==> config.mk <==
export PLATFORM = sky130hd
export DESIGN_NAME = mem_ctrl_flat
export DESIGN_NICKNAME = d
export VERILOG_FILES = /design/src/rtl/mem_ctrl_pkg.sv /design/src/rtl/mem_ctrl_if.sv /design/src/rtl/mem_ctrl.sv /design/src/flat_wrapper.sv
export SDC_FILE = /design/constraint.sdc
export NUM_CORES = 1
export LEC_CHECK = 0
export BUFFER_PORTS_ARGS = -buffer_cell sky130_fd_sc_hd__buf_2
export CAP_MARGIN = 20
export CELL_PAD_IN_SITES_DETAIL_PLACEMENT = 0
export CELL_PAD_IN_SITES_GLOBAL_PLACEMENT = 1
export CORE_MARGIN = 5
export CORE_UTILIZATION = 42
export DETAILED_ROUTE_END_ITERATION = 12
export GPL_TIMING_DRIVEN = 0
export PLACE_DENSITY = 0.91
export SLEW_MARGIN = 30
export SYNTH_ARGS = -nofsm -noshare
export SYNTH_HDL_FRONTEND = slang
export SYNTH_SLANG_ARGS = --single-unit
==> constraint.sdc <==
create_clock -name clk -period 5.2 [get_ports clk]
set_clock_uncertainty 0.15 [all_clocks]
set_input_delay 0.52 -clock clk [delete_from_list [all_inputs] [get_ports clk]]
set_output_delay 0.52 -clock clk [all_outputs]
set_load 0.02 [all_outputs]
==> src/rtl/mem_ctrl_pkg.sv <==
`default_nettype none
// ============================================================================
//  Module   : mem_ctrl_pkg
//  Purpose  : Shared widths, reset level, state encodings and access-length
//             codes for the byte-serial main-RAM controller.
//  Revision : 1.0  initial release
// ============================================================================
package mem_ctrl_pkg;

    localparam int c_ADDR_W = 32;
    localparam int c_WORD_W = 32;

    localparam logic c_RST_LVL = 1'b0;

    typedef enum logic [1:0] {
        ST_IDLE  = 2'd0,
        ST_READ  = 2'd1,
        ST_WRITE = 2'd2,
        ST_DONE  = 2'd3
    } state_t;

    localparam logic [1:0] c_LEN_BYTE = 2'b00;
    localparam logic [1:0] c_LEN_HALF = 2'b01;
    localparam logic [1:0] c_LEN_WORD = 2'b11;

    // Code 2'b10 is reserved and falls through to a full word.
    function automatic logic [2:0] len_bytes(input logic [1:0] len);
        case (len)
            c_LEN_BYTE: len_bytes = 3'd1;
            c_LEN_HALF: len_bytes = 3'd2;
            c_LEN_WORD: len_bytes = 3'd4;
            default:    len_bytes = 3'd4;
        endcase
    endfunction

endpackage
`default_nettype wire

==> src/rtl/mem_ctrl_if.sv <==
`default_nettype none
// ============================================================================
//  Module   : mem_ctrl_if
//  Purpose  : Requester, RAM and cache-fill bus of the main-RAM controller.
//             master = requesters plus RAM read data, slave = controller.
//  Revision : 1.0  initial release
// ============================================================================
interface mem_ctrl_if
    import mem_ctrl_pkg::*;
#(
    parameter int ADDR_W = c_ADDR_W,
    parameter int WORD_W = c_WORD_W
);
    logic              if_req;
    logic [ADDR_W-1:0] if_addr;
    logic              if_done;
    logic [WORD_W-1:0] if_data;

    logic              mem_req;
    logic              mem_we;
    logic [1:0]        mem_len;
    logic [ADDR_W-1:0] mem_addr;
    logic [WORD_W-1:0] mem_wdata;
    logic              mem_done;
    logic [WORD_W-1:0] mem_rdata;

    logic [7:0]        ram_din;
    logic [7:0]        ram_dout;
    logic [ADDR_W-1:0] ram_a;
    logic              ram_wr;

    logic              fill_replace;
    logic [ADDR_W-1:0] fill_addr;
    logic [WORD_W-1:0] fill_data;

    modport master (
        output if_req, if_addr, mem_req, mem_we, mem_len, mem_addr, mem_wdata, ram_din,
        input  if_done, if_data, mem_done, mem_rdata, ram_dout, ram_a, ram_wr,
               fill_replace, fill_addr, fill_data
    );

    modport slave (
        input  if_req, if_addr, mem_req, mem_we, mem_len, mem_addr, mem_wdata, ram_din,
        output if_done, if_data, mem_done, mem_rdata, ram_dout, ram_a, ram_wr,
               fill_replace, fill_addr, fill_data
    );

endinterface
`default_nettype wire

==> src/rtl/mem_ctrl.sv <==
`default_nettype none
// ============================================================================
//  Module   : mem_ctrl
//  Purpose  : Byte-serial, little-endian main-RAM sequencer shared by IF and
//             MEM (MEM has priority); completed IF reads also fill the I-cache.
//  Revision : 1.0  initial release
// ============================================================================
module mem_ctrl
    import mem_ctrl_pkg::*;
#(
    parameter int ADDR_W = c_ADDR_W,
    parameter int WORD_W = c_WORD_W
) (
    input  logic     clk,
    input  logic     rst,
    mem_ctrl_if.slave bus
);

    state_t            r_state;
    logic              r_owner_mem;
    logic [2:0]        r_n;
    logic [ADDR_W-1:0] r_base;
    logic [WORD_W-1:0] r_wdata;
    logic [WORD_W-1:0] r_buf;
    logic [2:0]        r_iss;
    logic [2:0]        r_cap;
    logic              r_a_vld;
    logic              r_din_vld;

    logic [ADDR_W-1:0] w_base_i;
    logic [WORD_W-1:0] w_word;
    logic [7:0]        w_wbyte;
    logic              w_last_cap;

    assign w_base_i   = r_base + {{(ADDR_W-3){1'b0}}, r_iss};
    assign w_wbyte    = r_wdata[{r_iss[1:0], 3'b000} +: 8];
    assign w_last_cap = (r_cap == (r_n - 3'd1));

    // Word as it will look once the byte arriving this cycle is placed.
    always_comb begin
        w_word = r_buf;
        w_word[{r_cap[1:0], 3'b000} +: 8] = bus.ram_din;
    end

    always_ff @(posedge clk) begin
        if (rst == c_RST_LVL) begin
            r_state          <= ST_IDLE;
            r_owner_mem      <= 1'b0;
            r_n              <= 3'd0;
            r_base           <= '0;
            r_wdata          <= '0;
            r_buf            <= '0;
            r_iss            <= 3'd0;
            r_cap            <= 3'd0;
            r_a_vld          <= 1'b0;
            r_din_vld        <= 1'b0;
            bus.ram_a        <= '0;
            bus.ram_wr       <= 1'b0;
            bus.ram_dout     <= 8'd0;
            bus.if_done      <= 1'b0;
            bus.if_data      <= '0;
            bus.mem_done     <= 1'b0;
            bus.mem_rdata    <= '0;
            bus.fill_replace <= 1'b0;
            bus.fill_addr    <= '0;
            bus.fill_data    <= '0;
        end else begin
            case (r_state)
                ST_IDLE: begin
                    r_buf     <= '0;
                    r_iss     <= 3'd1;
                    r_cap     <= 3'd0;
                    r_din_vld <= 1'b0;
                    if (bus.mem_req) begin
                        r_owner_mem <= 1'b1;
                        r_n         <= len_bytes(bus.mem_len);
                        r_base      <= bus.mem_addr;
                        r_wdata     <= bus.mem_wdata;
                        bus.ram_a   <= bus.mem_addr;
                        r_a_vld     <= ~bus.mem_we;
                        if (bus.mem_we) begin
                            bus.ram_wr   <= 1'b1;
                            bus.ram_dout <= bus.mem_wdata[7:0];
                            r_state      <= ST_WRITE;
                        end else begin
                            r_state      <= ST_READ;
                        end
                    end else if (bus.if_req) begin
                        r_owner_mem <= 1'b0;
                        r_n         <= 3'd4;
                        r_base      <= bus.if_addr;
                        bus.ram_a   <= bus.if_addr;
                        r_a_vld     <= 1'b1;
                        r_state     <= ST_READ;
                    end
                end

                // Issue runs one cycle ahead of capture: RAM data lags its address.
                ST_READ: begin
                    r_din_vld <= r_a_vld;
                    if (r_iss < r_n) begin
                        bus.ram_a <= w_base_i;
                        r_iss     <= r_iss + 3'd1;
                        r_a_vld   <= 1'b1;
                    end else begin
                        bus.ram_a <= '0;
                        r_a_vld   <= 1'b0;
                    end
                    if (r_din_vld) begin
                        r_buf <= w_word;
                        r_cap <= r_cap + 3'd1;
                        if (w_last_cap) begin
                            r_state   <= ST_DONE;
                            r_din_vld <= 1'b0;
                            if (r_owner_mem) begin
                                bus.mem_done  <= 1'b1;
                                bus.mem_rdata <= w_word;
                            end else begin
                                bus.if_done      <= 1'b1;
                                bus.if_data      <= w_word;
                                bus.fill_replace <= 1'b1;
                                bus.fill_addr    <= r_base;
                                bus.fill_data    <= w_word;
                            end
                        end
                    end
                end

                ST_WRITE: begin
                    if (r_iss < r_n) begin
                        bus.ram_wr   <= 1'b1;
                        bus.ram_a    <= w_base_i;
                        bus.ram_dout <= w_wbyte;
                        r_iss        <= r_iss + 3'd1;
                    end else begin
                        bus.ram_wr   <= 1'b0;
                        bus.ram_a    <= '0;
                        bus.ram_dout <= 8'd0;
                        bus.mem_done <= 1'b1;
                        r_state      <= ST_DONE;
                    end
                end

                ST_DONE: begin
                    bus.if_done      <= 1'b0;
                    bus.mem_done     <= 1'b0;
                    bus.fill_replace <= 1'b0;
                    r_state          <= ST_IDLE;
                end

                default: r_state <= ST_IDLE;
            endcase
        end
    end

endmodule
`default_nettype wire

==> src/flat_wrapper.sv <==
// flat-port wrapper written by rule: the top's interface ports become plain ports
module mem_ctrl_flat import mem_ctrl_pkg::*;
#(
    parameter int ADDR_W = c_ADDR_W,
    parameter int WORD_W = c_WORD_W
)
  (clk, rst, bus_if_req, bus_if_addr, bus_mem_req, bus_mem_we, bus_mem_len, bus_mem_addr, bus_mem_wdata, bus_ram_din, bus_if_done, bus_if_data, bus_mem_done, bus_mem_rdata, bus_ram_dout, bus_ram_a, bus_ram_wr, bus_fill_replace, bus_fill_addr, bus_fill_data);
  mem_ctrl_if #(.ADDR_W(ADDR_W), .WORD_W(WORD_W)) bus_i ();
  input  logic clk;
  input  logic rst;
  input wire logic [$bits(bus_i.if_req)-1:0] bus_if_req;
  input wire logic [$bits(bus_i.if_addr)-1:0] bus_if_addr;
  input wire logic [$bits(bus_i.mem_req)-1:0] bus_mem_req;
  input wire logic [$bits(bus_i.mem_we)-1:0] bus_mem_we;
  input wire logic [$bits(bus_i.mem_len)-1:0] bus_mem_len;
  input wire logic [$bits(bus_i.mem_addr)-1:0] bus_mem_addr;
  input wire logic [$bits(bus_i.mem_wdata)-1:0] bus_mem_wdata;
  input wire logic [$bits(bus_i.ram_din)-1:0] bus_ram_din;
  output wire logic [$bits(bus_i.if_done)-1:0] bus_if_done;
  output wire logic [$bits(bus_i.if_data)-1:0] bus_if_data;
  output wire logic [$bits(bus_i.mem_done)-1:0] bus_mem_done;
  output wire logic [$bits(bus_i.mem_rdata)-1:0] bus_mem_rdata;
  output wire logic [$bits(bus_i.ram_dout)-1:0] bus_ram_dout;
  output wire logic [$bits(bus_i.ram_a)-1:0] bus_ram_a;
  output wire logic [$bits(bus_i.ram_wr)-1:0] bus_ram_wr;
  output wire logic [$bits(bus_i.fill_replace)-1:0] bus_fill_replace;
  output wire logic [$bits(bus_i.fill_addr)-1:0] bus_fill_addr;
  output wire logic [$bits(bus_i.fill_data)-1:0] bus_fill_data;
  assign bus_i.if_req = bus_if_req;
  assign bus_i.if_addr = bus_if_addr;
  assign bus_i.mem_req = bus_mem_req;
  assign bus_i.mem_we = bus_mem_we;
  assign bus_i.mem_len = bus_mem_len;
  assign bus_i.mem_addr = bus_mem_addr;
  assign bus_i.mem_wdata = bus_mem_wdata;
  assign bus_i.ram_din = bus_ram_din;
  assign bus_if_done = bus_i.if_done;
  assign bus_if_data = bus_i.if_data;
  assign bus_mem_done = bus_i.mem_done;
  assign bus_mem_rdata = bus_i.mem_rdata;
  assign bus_ram_dout = bus_i.ram_dout;
  assign bus_ram_a = bus_i.ram_a;
  assign bus_ram_wr = bus_i.ram_wr;
  assign bus_fill_replace = bus_i.fill_replace;
  assign bus_fill_addr = bus_i.fill_addr;
  assign bus_fill_data = bus_i.fill_data;
  mem_ctrl #(.ADDR_W(ADDR_W), .WORD_W(WORD_W)) u_core (.clk(clk), .rst(rst), .bus(bus_i));
endmodule
==> reports/qor.txt, run 1 <==
Int Power: 3.98 mW
Cts bufs inserted: 27
Synth area leaders: dfxtp_1 (45%), a21oi_1 (7.6%), nor2_1 (7.4%), a211oi_1 (6.7%), nand2_1 (5.0%)
Sw Pwr: 2.31 mW
Register area share after synthesis: 45.0%
Peak supply drop: 0.000319 V
H-tree depth: 1
TritonCTS Sinks: 249
Die area: 0.0297 mm²
Iteration-0 DRC Markers: 746
Hold WS: 0.0753 ns
Hold/Removal Path Class: in2reg
Initial antenna violation count: 3
CP Cell Sequence: clkbuf_1, inv_1, fa_1, nor2b_1, o211ai_1, clkbuf_1, o31ai_1, a21oi_1, o221a_2
Yosys cell types: 56
Std cell rows: 59
# setup viols final: 0
Leak: 5.77 nW
Congestion Overflow GR: 0
Setup tns final: 0 ns
Multi-input logic area: 0.00535 mm²
Synth Area per Inst: 8.23 µm²
CTS tree: built
DRT Pass-1 Iters: 5
Fillcell total: 2,524
RSZ-0062 raised after global routing: no
Largest net degree at the start of global routing: 14
Placed cell count: 1,963
Wire length per cell: 18.0 µm
CP delay by family, top: buffers and inverters
Relative slew slack: 35.1%
CP endpoint kind: register
Final non-filler cell total: 2,011
Worst-path clk slew: 0.06 ns
Max cap viols: 0
Dpl hpwl: 26.9 mm
Seq pwr share: 38.4%
Die Height: 172 µm
Post-synth top area share: 45.0%
Detailed Route WL: 36.2 mm
Fin nets: 1,786
Total GRT Usage: 23.7%
Cell Pwr Density: 456 mW/mm²
Clk_lat worst skew: 0.53 ns
Fraction of registers with async set/reset: 0%
Area growth syn-to-layout: 24.5%
Crit-path max cell delay: 0.52 ns
Antenna Nets Post-Route: 0
Die X: 172 µm
Crit path time final: 3.59 ns
Drc violations: 0
EDFF count, synth: 0
Core ar.: 0.0260 mm²
Placed inst area: 0.0129 mm²
CP max FO: 10
CP max-delay cell: clkbuf_1
Via count: 10,780
Fin. Hold Viols: 0
Layout cells sized above 1: 23.2%
Clock Path Buffers: 3
Cell mode on critical path: clkbuf_1
Crit path kind: reg2reg
Storage element area: 0.00498 mm²
Fin area: 0.0138 mm²
Sw Share: 36.7%
First-pass GRT wire length: 56.7 mm
CTS-repair resized insts: 0
Port bufs: 282
Setup crit start kind: register
Pre-CTS setup slack: 1.73 ns
Fin. max-slew vios: 0
Most frequent cell after synthesis: dfxtp_1
Comb power frac: 30.8%
CP arrival: 3.87 ns
#FFs+latches synth: 249
Crit share post-route: 69.1%
Ys flop type: dfxtp_1
Clk root buf: clkbuf_16
RePlAce Congestion: 0.894
Fmax achieved: 278 MHz
Via/cell ratio: 5.36
Postcts setup bufs: 0
Synth top cells by count: dfxtp_1 (249), nor2_1 (218), a21oi_1 (169), nand2_1 (147), a211oi_1 (99)
Worst Path Required: 5.48 ns
Ports: 283
Slew @ Worst Pin: 0.969 ns
Synth Instances: 1,346
Syn_nets: 1,475
Status: complete, no violations
Post-synthesis cell area: 0.0111 mm²
Final worst-path setup slack: 1.61 ns
Vias in the first global route: 10,301
Worst Path Buf+Inv: 3
Cts hold-fix bufs: 0
Yosys warning count: 0
Clock power frac: 30.8%
Synth area leader: dfxtp_1
Starting Density: 42.6%
[worst reg2reg max path, delay by kind of cell, from the launching register on]
kind	cells	cell delay, ns
buf+inv	3	1.05
compound gates	4	0.99
fa+ha+maj	1	0.48
flops	1	0.42
simple gates	1	0.39
[worst paths after layout]
check,startpoint,endpoint,slack [ns],cells past startpoint
worst max-delay path,u_core.r_iss[1],u_core.bus.ram_a[26],1.61,9
worst min-delay path,bus_mem_wdata[26],u_core.r_wdata[26],0.08,3
worst max register to register,u_core.r_iss[1],u_core.bus.ram_a[26],1.61,9
worst min register to register,u_core.bus.fill_addr[12],u_core.bus.fill_addr[12],0.30,2
[state kept, by name, indices dropped and copies added (netlist names), 2 cells and up]
register,cells
u_core.bus.fill_addr,32
u_core.bus.fill_data,32
u_core.bus.mem_rdata,32
u_core.bus.ram_a,32
u_core.r_base,32
u_core.r_buf,32
u_core.r_wdata,32
u_core.bus.ram_dout,8
u_core.r_cap,3
u_core.r_iss,3
u_core.r_n,3
u_core.r_state,2
[through the flow]
stage / power, mW / utilization (%)
5_1_grt: 6.61 / 53.1
4_1_cts: 6.28 / 53.0
3_3_place_gp: 4.32 / 49.7
6_report: 6.28 / 53.1
2_1_floorplan: 3.68 / -
3_5_place_dp: 4.34 / 49.7
[cells by family after synthesis]
logic type,synth area share (%)
simple gates,18.1
compound gates,21.6
flops,45.0
buf+inv,6.65
mux,4.79
xor+xnor,1.71
fa+ha+maj,2.10
[layout by cell type (no fill, tap or decap), types with 4 or more instances in the layout]
master,synthesis,routed
a31oi_1,4,4
buf_1,8,8
nand2_1,147,147
mux4_2,8,8
o21a_1,7,7
nand3_1,9,9
o21ai_0,70,70
inv_1,19,19
xor2_1,6,6
o31a_1,6,6
dfxtp_1,249,249
nor4_1,7,7
clkbuf_1,81,89
nor3_1,16,16
or3_1,4,4
xnor2_1,13,13
clkbuf_16,0,27
nor2_1,218,218
nand4_1,5,5
ha_1,17,17
buf_4,33,33
clkbuf_8,0,5
mux2i_1,35,35
buf_2,16,298
nor2b_1,35,35
o221a_2,4,4
a211oi_1,99,99
a21oi_1,169,169
a221oi_1,10,10
[power by group through the flow]
stage	Combinational, mW	Sequential (mW)	Clock, mW
finish	1.94	2.41	1.93
detailed placement	1.90	2.44	0
CTS	1.91	2.40	1.96
floorplan	1.16	2.52	0
global placement	1.88	2.44	0
global route	2.12	2.44	2.04
[layer usage]
layer / track usage (%) / vias to the layer above / wire length [µm]
met1: 32.5 / 4983 / 15900
met3: 4.02 / 70 / 2860
li1: - / 5284 / -
met4: 7.76 / 2 / 1140
met5: 0 / - / 7
met2: 38.1 / 441 / 16300
[cell type report]
type                            count  share of cell area, %
Multi-Input combinational cell    939                   38.8
Sequential cell                   249                   36.1
Timing Repair Buffer              282                   10.2
Clock buffer                       40                   5.62
Buffer                            138                   4.80
Tap cell                          335                   3.04
Clock inverter                      6                  0.762
Inverter                           20                  0.544
Antenna cell                        2                 0.0363
No activity file was read; power rests on OpenSTA's default activity.
==> run 2: changes to the inputs <==
- ABC_AREA: not set -> 1
- CORE_UTILIZATION: 42 -> 38
- PLACE_DENSITY: 0.91 -> 0.85
- clock period: 5.2 -> 3.7 ns (I/O delays scaled with it)
==> run 2 against run 1 <==
- clock power up 38%
- sequential share of layout area down 2.8 points
- non-clock buffer count up 24
- register-to-register slack worse by 0.99 ns
- final cell count up 22%
==> reports/qor.txt, run 2 <==
EDFF count, synth: 0 (unchanged)
Layout cells sized above 1: 19.5% (-3.7 points)
Met3 wire length: 2.66 mm (-7.1%)
First-pass GRT wire length: 62.8 mm (+11%)
CP max-delay cell: fa_1
Setup crit start kind: register
RePlAce Congestion: 0.929 (+3.9%)
RSZ-0062 raised after global routing: no
CP delay by family, top: buffers and inverters
Synth Area per Inst: 6.99 µm² (-15%)
Crit-path max cell delay: 0.49 ns (-0.03 ns)
Ys flop type: dfxtp_1
Fin nets: 2,168 (+21%)
Placed inst area: 0.0137 mm² (+6.5%)
Crit share post-route: 83.4% (+14 points)
Synth Instances: 1,694 (+26%)
Post-synth top area share: 42.1% (-2.9 points)
CTS tree: built
Cell mode on critical path: nand2_1
Initial antenna violation count: 1 (-2)
Largest net degree at the start of global routing: 14 (unchanged)
Hold/Removal Path Class: in2reg
Fraction of registers with async set/reset: 0% (unchanged)
Detailed Route WL: 40.0 mm (+11%)
Fin. Hold Viols: 0 (unchanged)
CP Cell Sequence: clkbuf_1, inv_1, fa_1, inv_1, nand2_1, nand2_1, nand2_1, nor2_1, buf_2, nand3_1, nand2_1, nand3_1, a21oi_1
Commonest non-fill, non-tap cell in the layout: nor2_1
Worst-path clk slew: 0.06 ns (about the same)
Vias in the first global route: 11,543 (+12%)
Slew @ Worst Pin: 0.717 ns (-0.252 ns)
Via/cell ratio: 4.96 (-7.5%)
Die X: 187 µm (+8.2%)
Setup tns final: 0 ns (unchanged)
Core ar.: 0.0307 mm² (+18%)
Reg2reg path depth: 13 (+4)
Routed wl met2: 18.2 mm (+12%)
Cell Pwr Density: 637 mW/mm² (+40%)
Die Height: 187 µm (+8.2%)
Dpl hpwl: 30.2 mm (+12%)
DR top layer: met5
Relative slew slack: 52.2% (+17 points)
Postcts setup bufs: 0 (unchanged)
CP endpoint kind: register
CP max FO: 10 (unchanged)
# setup viols final: 0 (unchanged)
Hold Crit Start: bus_if_addr[3]
Fmax achieved: 324 MHz (+16%)
Synth area leaders: dfxtp_1 (42%), nor2_1 (11%), nand2_1 (9.4%), o21ai_0 (7.0%), inv_1 (5.0%)
Commonest non-fill, non-tap cells in the layout: nor2_1 (359), buf_2 (303), nand2_1 (296), dfxtp_1 (249), o21ai_0 (165)
Fillcell total: 3,171 (+26%)
Drc violations: 0 (unchanged)
M1 wire length: 18.1 mm (+14%)
Cts hold-fix bufs: 34 (+34)
CP startpoint: u_core.r_iss[1]
RR Endpoint: u_core.bus.ram_a[24]
Synth top cells by count: nor2_1 (359), nand2_1 (296), dfxtp_1 (249), o21ai_0 (165), inv_1 (159)
Via count: 12,150 (+13%)
Total GRT Usage: 21.8% (-2.0 points)
Sink of the worst hold path: u_core.bus.ram_a[3]
Congestion Overflow GR: 0 (unchanged)
#FFs+latches synth: 249 (unchanged)
Clk root buf: clkbuf_16
Port bufs: 281 (-0.35%)
Final worst-path setup slack: 0.615 ns (-0.992 ns)
Reg2reg start: u_core.r_iss[1]
Hold path depth: 5 (+2)
Status: complete, no violations
Max cap viols: 0 (unchanged)
Post-synthesis cell area: 0.0118 mm² (+6.9%)
Leak: 7.29 nW (+26%)
DRT Pass-1 Iters: 5 (unchanged)
Starting Density: 38.6% (-4.0 points)
CTS-repair resized insts: 0 (unchanged)
Die area: 0.0348 mm² (+17%)
Util after Layout: 48.7% (-4.3 points)
Cts bufs inserted: 28 (+3.7%)
Synth area leader: dfxtp_1
CP arrival: 3.40 ns (-0.47 ns)
Peak supply drop: 0.000458 V (+43%)
Yosys warning count: 0 (unchanged)
H-tree depth: 1 (unchanged)
Fin area: 0.0149 mm² (+8.4%)
Fin. max-slew vios: 0 (unchanged)
Crit path kind: reg2reg
Antenna diode count: 0 (-2)
Worst Path Buf+Inv: 4 (+1)
Syn_nets: 1,823 (+24%)
TritonCTS Sinks: 249 (unchanged)
Yosys cell types: 40 (-29%)
Clock Path Buffers: 3 (unchanged)
Wire length per cell: 16.3 µm (-9.2%)
Area growth syn-to-layout: 26.2%
Register area share after synthesis: 42.1% (-2.9 points)
Crit path time final: 3.08 ns (-0.508 ns)
Ports: 283 (unchanged)
Iteration-0 DRC Markers: 959 (+29%)
Worst Path Required: 4.02 ns (-1.46 ns)
Std cell rows: 64 (+8.5%)
Most frequent cell after synthesis: nor2_1
Clk_lat worst skew: 0.54 ns (about the same)
Antenna Nets Post-Route: 0 (unchanged)
Pre-CTS setup slack: 0.594 ns (-1.13 ns)
FF-to-FF setup slack: 0.62 ns (-0.99 ns)
run 2: cell count changes in the layout (fill, tap and decap cells not counted), sizes merged, moves of 15 or more:
| cell | change |
|---|---|
| o21ai | +125 |
| nand2 | +149 |
| nor3 | -15 |
| buf | +15 |
| a211oi | -73 |
| dlygate4sd3 | +34 |
| clkbuf | -22 |
| nor2 | +143 |
| inv | +144 |
| nand3 | +46 |
| nor2b | -35 |
| o22ai | +28 |
| a21oi | -85 |
run 2: worst register-to-register path, stage by stage, from the launching register on:
cell and delay, ns:
dfxtp_1 0.40, clkbuf_1 0.35, inv_1 0.28, fa_1 0.49, inv_1 0.09, nand2_1 0.07
nand2_1 0.11, nand2_1 0.11, nor2_1 0.28, buf_2 0.31, nand3_1 0.11, nand2_1 0.07
nand3_1 0.07, a21oi_1 0.12
run 2: worst max path at each step:
stage / to / cells past startpoint
after global routing: u_core.bus.ram_a[30] / 13
after detailed placement: u_core.bus.ram_a[30] / 13
final: u_core.bus.ram_a[24] / 13
after global placement: u_core.bus.ram_a[30] / 13
after floorplan: u_core.bus.ram_a[24] / 13
after CTS: u_core.bus.ram_a[30] / 13
run 2: routing by layer:
layer | up-vias | GRT usage (%)
met3 | 67 | 4.05
met5 | - | 0
met2 | 381 | 35.5
li1 | 6129 | -
met4 | 2 | 5.52
met1 | 5571 | 29.9
run 2: cell families (layout without fill, tap and decap cells):
logic type	Yosys count	after routing	synth area share (%)
AOI/OAI and AO/OA	366	366	17.0
xor gates and xnor gates	5	5	0.370
adders and majority gates	18	18	1.96
buffers and inverters	294	654	11.6
DFF	249	249	42.1
muxes	30	30	2.54
and+or+nand+nor	732	732	24.4
run 2: cell type report:
type | instances | area, µm² | share of cell area, %
Clock buffer | 43 | 828 | 5.54
Clock inverter | 2 | 35.0 | 0.234
Tap cell | 396 | 495 | 3.31
Timing Repair Buffer | 315 | 1750 | 11.7
Multi-Input combinational cell | 1151 | 5480 | 36.7
Buffer | 129 | 757 | 5.06
Inverter | 165 | 619 | 4.14
Sequential cell | 249 | 4980 | 33.3
run 2: through the flow:
stage / cells / hold slack, ns / total power, mW
2_1_floorplan: 1694 / 0.280 / 5.65
3_3_place_gp: 2371 / 0.294 / 6.80
3_5_place_dp: 2371 / 0.303 / 6.84
4_1_cts: 2450 / 0.0477 / 9.54
5_1_grt: 2450 / 0.0667 / 10.1
6_report: 2450 / 0.0616 / 9.53
run 2: report_power, final:
part           switching, mW  leakage, nW  internal [mW]
Combinational           2.34         4.84           1.01
Clock                   1.08        0.422           1.58
Sequential             0.376         2.03           3.14
Total                   3.80         7.29           5.73
